===== src/rtl/istisna_denetleyici.sv =====
// Machine-mode trap/return sequencer: drives the CSR file's single write port and redirects fetch.
// Optional MTVAL_EN adds an mtval (0x343) write between mcause and mstatus.
module istisna_denetleyici (
  input  logic        clk_i,
  input  logic        rst_i,
  input  logic        istisna_gecerli_i,
  input  logic [3:0]  istisna_kodu_i,
  input  logic [31:1] istisna_ps_i,
  input  logic [31:0] istisna_deger_i,
  input  logic        mret_gecerli_i,
  input  logic [31:0] csr_oku_veri_i,
  output logic [11:0] csr_adr_o,
  output logic        csr_yaz_o,
  output logic [31:0] csr_veri_o,
  output logic        durdur_o,
  output logic        ps_yonlendir_gecerli_o,
  output logic [31:1] ps_yonlendir_o,
  output logic        mesgul_o
);

  typedef enum logic [2:0] {
    S_IDLE,
    S_T_MEPC,
    S_T_MCAUSE,
    S_T_MTVAL,
    S_T_MSTATUS,
    S_T_YONLENDIR,
    S_R_MSTATUS,
    S_R_YONLENDIR
  } durum_t;

  durum_t      r_durum;
  durum_t      w_sonraki;
  logic [3:0]  r_kod;
  logic [31:1] r_ps;
  logic [31:0] w_mstatus;

`ifdef MTVAL_EN
  logic [31:0] r_deger;
`else
  logic        w_unused_deger;
  assign w_unused_deger = ^istisna_deger_i;
`endif

  always_ff @(posedge clk_i) begin
    if (rst_i) begin
      r_durum <= S_IDLE;
      r_kod   <= '0;
      r_ps    <= '0;
`ifdef MTVAL_EN
      r_deger <= '0;
`endif
    end else begin
      r_durum <= w_sonraki;
      if (r_durum == S_IDLE && istisna_gecerli_i) begin
        r_kod   <= istisna_kodu_i;
        r_ps    <= istisna_ps_i;
`ifdef MTVAL_EN
        r_deger <= istisna_deger_i;
`endif
      end
    end
  end

  always_comb begin
    w_sonraki              = r_durum;
    csr_adr_o              = '0;
    csr_yaz_o              = 1'b0;
    csr_veri_o             = '0;
    durdur_o               = 1'b1;
    ps_yonlendir_gecerli_o = 1'b0;
    ps_yonlendir_o         = '0;
    mesgul_o               = (r_durum != S_IDLE);
    w_mstatus              = csr_oku_veri_i;

    case (r_durum)
      S_IDLE: begin
        durdur_o = istisna_gecerli_i | mret_gecerli_i;
        if (istisna_gecerli_i)   w_sonraki = S_T_MEPC;
        else if (mret_gecerli_i) w_sonraki = S_R_MSTATUS;
      end
      S_T_MEPC: begin
        csr_adr_o  = 12'h341;
        csr_yaz_o  = 1'b1;
        csr_veri_o = {r_ps, 1'b0};
        w_sonraki  = S_T_MCAUSE;
      end
      S_T_MCAUSE: begin
        csr_adr_o  = 12'h342;
        csr_yaz_o  = 1'b1;
        csr_veri_o = {28'd0, r_kod};
`ifdef MTVAL_EN
        w_sonraki  = S_T_MTVAL;
`else
        w_sonraki  = S_T_MSTATUS;
`endif
      end
`ifdef MTVAL_EN
      S_T_MTVAL: begin
        csr_adr_o  = 12'h343;
        csr_yaz_o  = 1'b1;
        csr_veri_o = r_deger;
        w_sonraki  = S_T_MSTATUS;
      end
`endif
      S_T_MSTATUS: begin
        // Read-modify-write of mstatus within one cycle using the combinational read port.
        w_mstatus[7]     = csr_oku_veri_i[3];
        w_mstatus[3]     = 1'b0;
        w_mstatus[12:11] = 2'b11;
        csr_adr_o        = 12'h300;
        csr_yaz_o        = 1'b1;
        csr_veri_o       = w_mstatus;
        w_sonraki        = S_T_YONLENDIR;
      end
      S_T_YONLENDIR: begin
        csr_adr_o              = 12'h305;
        ps_yonlendir_gecerli_o = 1'b1;
        ps_yonlendir_o         = {csr_oku_veri_i[31:2], 1'b0};
        w_sonraki              = S_IDLE;
      end
      S_R_MSTATUS: begin
        w_mstatus[3]     = csr_oku_veri_i[7];
        w_mstatus[7]     = 1'b1;
        w_mstatus[12:11] = 2'b11;
        csr_adr_o        = 12'h300;
        csr_yaz_o        = 1'b1;
        csr_veri_o       = w_mstatus;
        w_sonraki        = S_R_YONLENDIR;
      end
      S_R_YONLENDIR: begin
        csr_adr_o              = 12'h341;
        ps_yonlendir_gecerli_o = 1'b1;
        ps_yonlendir_o         = {csr_oku_veri_i[31:2], 1'b0};
        w_sonraki              = S_IDLE;
      end
      default: w_sonraki = S_IDLE;
    endcase
  end

endmodule


===== config.mk =====
export PLATFORM = sky130hd
export DESIGN_NAME = istisna_denetleyici
export DESIGN_NICKNAME = d
export VERILOG_FILES = /design/src/rtl/istisna_denetleyici.sv
export SDC_FILE = /design/constraint.sdc
export NUM_CORES = 1
export LEC_CHECK = 0
export CORE_UTILIZATION = 32
export CTS_BUF_LIST = sky130_fd_sc_hd__clkbuf_16
export CTS_CLUSTER_DIAMETER = 60
export DETAILED_ROUTE_END_ITERATION = 12
export MAX_ROUTING_LAYER = met4
export PLACE_DENSITY = 0.85
export SETUP_SLACK_MARGIN = 0.1
export SLEW_MARGIN = 5
export SYNTH_ARGS = -nofsm -noshare
export SYNTH_HDL_FRONTEND = slang
export SYNTH_SLANG_ARGS = --single-unit

===== constraint.sdc =====
create_clock -name clk_i -period 2.1 [get_ports clk_i]
set_clock_uncertainty 0.05 [all_clocks]
set_input_delay 0.21 -clock clk_i [delete_from_list [all_inputs] [get_ports clk_i]]
set_output_delay 0.21 -clock clk_i [all_outputs]
set_load 0.02 [all_outputs]

==> flow_summary.json, run 1 <==
{
  "wire_per_inst_um": 14.53,
  "synth_cells": 277,
  "synth_area_um2": 2103,
  "crit_arrival_ns": 1.69,
  "intPower_w": 0.001712,
  "synth_async_sr_flop_share": 0,
  "synth.most_common_cell": "nand2_1",
  "setup.worst_path.end_class": "output port",
  "p_seq_frac": 0.336,
  "start_kind": "flip-flop",
  "hold_path.class": "flip-flop to flip-flop",
  "drtAntennaViolNets": 0,
  "grt_pass1_vias": 2483,
  "crit_chain": "buf_12, or3_1, clkdlybuf4s50_1",
  "clock_path_buffers": 2,
  "cts_sinks": 38,
  "p_sw_frac": 0.3033,
  "synthXorXnorAreaFrac": 0.004164,
  "met1_usage": 0.2152,
  "cp_max_fo": 28,
  "period_minus_slack_ns": 1.948,
  "rows": 29,
  "viasPerCell": 5.018,
  "synth_top_area_frac": 0.3617,
  "power_frac_comb": 0.327,
  "fillers": 612,
  "numPortBuffers": 142,
  "area_growth_pct": 72.16,
  "slew_violations": 0,
  "grt_setup_unrepaired": "no",
  "critPathTopFamily": "buffers and inverters",
  "fin_nets": 517,
  "overflow": 0,
  "start_util": 0.3312,
  "clkTransAtPathRegs_ns": 0.06,
  "drc": 0,
  "netlist_top_cells_area": "dfxtp_1 36%, nand2_1 13%, a22o_1 11%",
  "synth_compound_area_frac": 0.2278,
  "yosys.cell_types.count": 27,
  "place_congestion": 0.7735,
  "yosys.area_share.simple": 0.2963,
  "hpwl_mm": 5.267,
  "synth-edff-count": 0,
  "fmax_ghz": 0.5133,
  "worst_path_largest_cell_delay_ns": 0.56,
  "grt_max_degree": 39,
  "antenna_found_initial": 0,
  "critPathRequiredTime_ns": 1.84,
  "clkPwrFrac": 0.337,
  "power-per-cell-area_nw_per_um2": 678.8,
  "synthMuxAreaShare": 0.005354,
  "ys_seq_area_frac": 0.3617,
  "drt-initial-drc-count": 73,
  "p_leak_nw": 1.755,
  "yosysWarningCount": 0,
  "cts_inserted_buffers": 5,
  "synth_seq_cells": 38,
  "synth_common_cells": "75 x nand2_1, 38 x dfxtp_1, 37 x a21oi_1",
  "io_pins": 182,
  "cts_tree": "built",
  "wl_mm": 7.147,
  "finalCritPeriodShare": 0.9277,
  "p_switching_w": 0.0007455,
  "die_w_um": 83.07,
  "critical_path_class": "flip-flop to output port",
  "fin_worst_hold_slack_ns": 0.4035,
  "tns_ns": 0,
  "report.final.hold_viol_count": 0,
  "drt_first_pass_iters": 4,
  "cts-root-buf": "clkbuf_16",
  "synthAdderAreaFrac": 0,
  "die_h_um": 83.07,
  "track_usage": 0.2092,
  "diodes": 0,
  "synth.avg_cell_area_um2": 7.593,
  "ir_drop_uv": 417.8,
  "slowest_stage": "clkdlybuf4s50_1",
  "vias": 2469,
  "path_buf_inv": 2,
  "drive_gt1_frac": 0.1590,
  "drv_cap": 0,
  "synth_top_flop_cell": "dfxtp_1",
  "worstSkewPairLatency_ns": 0.28,
  "status": "finished clean",
  "use_met2": 0.3897,
  "grt_pass1_wl_mm": 11.47,
  "htreeDepth": 2,
  "core_um2": 6350,
  "grt.met3_usage": 0.04771,
  "yosysTopAreaCell": "dfxtp_1",
  "setup_violations": 0,
  "busiest_layer": "met2",
  "die-area_um2": 6901,
  "synth_top_family_by_area": "simple AND/OR/NAND/NOR gates"
}
## power by group through the flow
stage          registers (W)  logic [W]  clock network, W
5_1_grt             0.000833   0.000869          0.000880
3_5_place_dp        0.000839   0.000867                 0
3_3_place_gp        0.000836   0.000850                 0
2_1_floorplan       0.000820   0.000479                 0
6_report            0.000826   0.000803          0.000829
4_1_cts             0.000825   0.000823          0.000849
## area by class of cell
cell class / count / area, µm² / share of cell area
timing repair buffer: 160 / 1428 / 0.3943
multi-input combinational: 208 / 1162 / 0.3210
sequential: 38 / 765.7 / 0.2115
clock buffer: 5 / 125.1 / 0.03455
tap: 77 / 96.34 / 0.02661
clock inverter: 3 / 40.04 / 0.01106
inverter: 1 / 3.754 / 0.001037
## timing repair
item | 4_1_cts | 5_1_grt
resized for setup | 59 | 65
gates cloned | 0 | 1
setup buffers | 0 | 0
setup endpoints to repair | 71 | 52
hold buffers | 0 | 0
## kinds of logic after synthesis
family	count (synthesis)
AND/OR/NAND/NOR	126
XOR/XNOR	1
AO/OA/AOI/OAI	73
multiplexers	1
buffers and inverters	37
flip-flops	38
other	1
## per-layer routing
metal / vias up / share of wire
li1: 1211 / -
met1: 1139 / 0.39
met2: 107 / 0.52
met3: 12 / 0.065
met4: 0 / 0.018
met5: - / 0
## cell usage in the layout, fill, tap and decap left out, types with 5 or more instances in the layout
cell	instances
a21oi_1	37
a22o_1	27
and3_1	30
buf_4	13
clkbuf_16	5
clkbuf_2	33
clkdlybuf4s50_1	91
conb_1	7
dfxtp_1	36
dlygate4sd2_1	11
dlymetal6s2s_1	7
nand2_1	75
nor2b_1	5
## flip-flops by register name, indices dropped and copies added (netlist names)
signal / flops
r_ps: 31
r_kod: 4
r_durum: 3
## tightest hold or removal path, stage by stage, from the launching register on
cell and delay, ns:
dfxtp_1 0.30, nand2_1 0.05, a21oi_1 0.05
## stage by stage
step	instances	util	total power [W]	cell area (µm²)	setup WS (ns)
after floorplan	283	-	0.001299	2126	0.4304
after global placement	483	0.5657	0.001686	3592	0.05534
after detailed placement	483	0.5657	0.001706	3592	0.02660
after CTS	491	0.5868	0.002497	3726	0.04593
after global routing	492	0.5702	0.002581	3621	0.1038
final	492	0.5702	0.002458	3621	0.1519
## worst paths after layout
kind               from  endpoint  slack, ns  depth (start not counted)
max          r_durum[2]  mesgul_o       0.15                          3
min            r_ps[22]  r_ps[22]       0.40                          2
max reg2reg  r_durum[0]  r_ps[27]       0.35                          4
min reg2reg    r_ps[22]  r_ps[22]       0.40                          2
No activity file was read; power rests on OpenSTA's default activity.
==> run 2, diff against run 1 <==
--- a/config.mk
+++ b/config.mk
@@ -9,6 +9,7 @@
 export CTS_BUF_LIST = sky130_fd_sc_hd__clkbuf_16
 export CTS_CLUSTER_DIAMETER = 60
 export DETAILED_ROUTE_END_ITERATION = 12
+export GPL_ROUTABILITY_DRIVEN = 0
 export MAX_ROUTING_LAYER = met4
 export PLACE_DENSITY = 0.85
 export SETUP_SLACK_MARGIN = 0.1
==> results of run 2 <==
No change in the layout: final DEF, timing and power equal those of run 1.
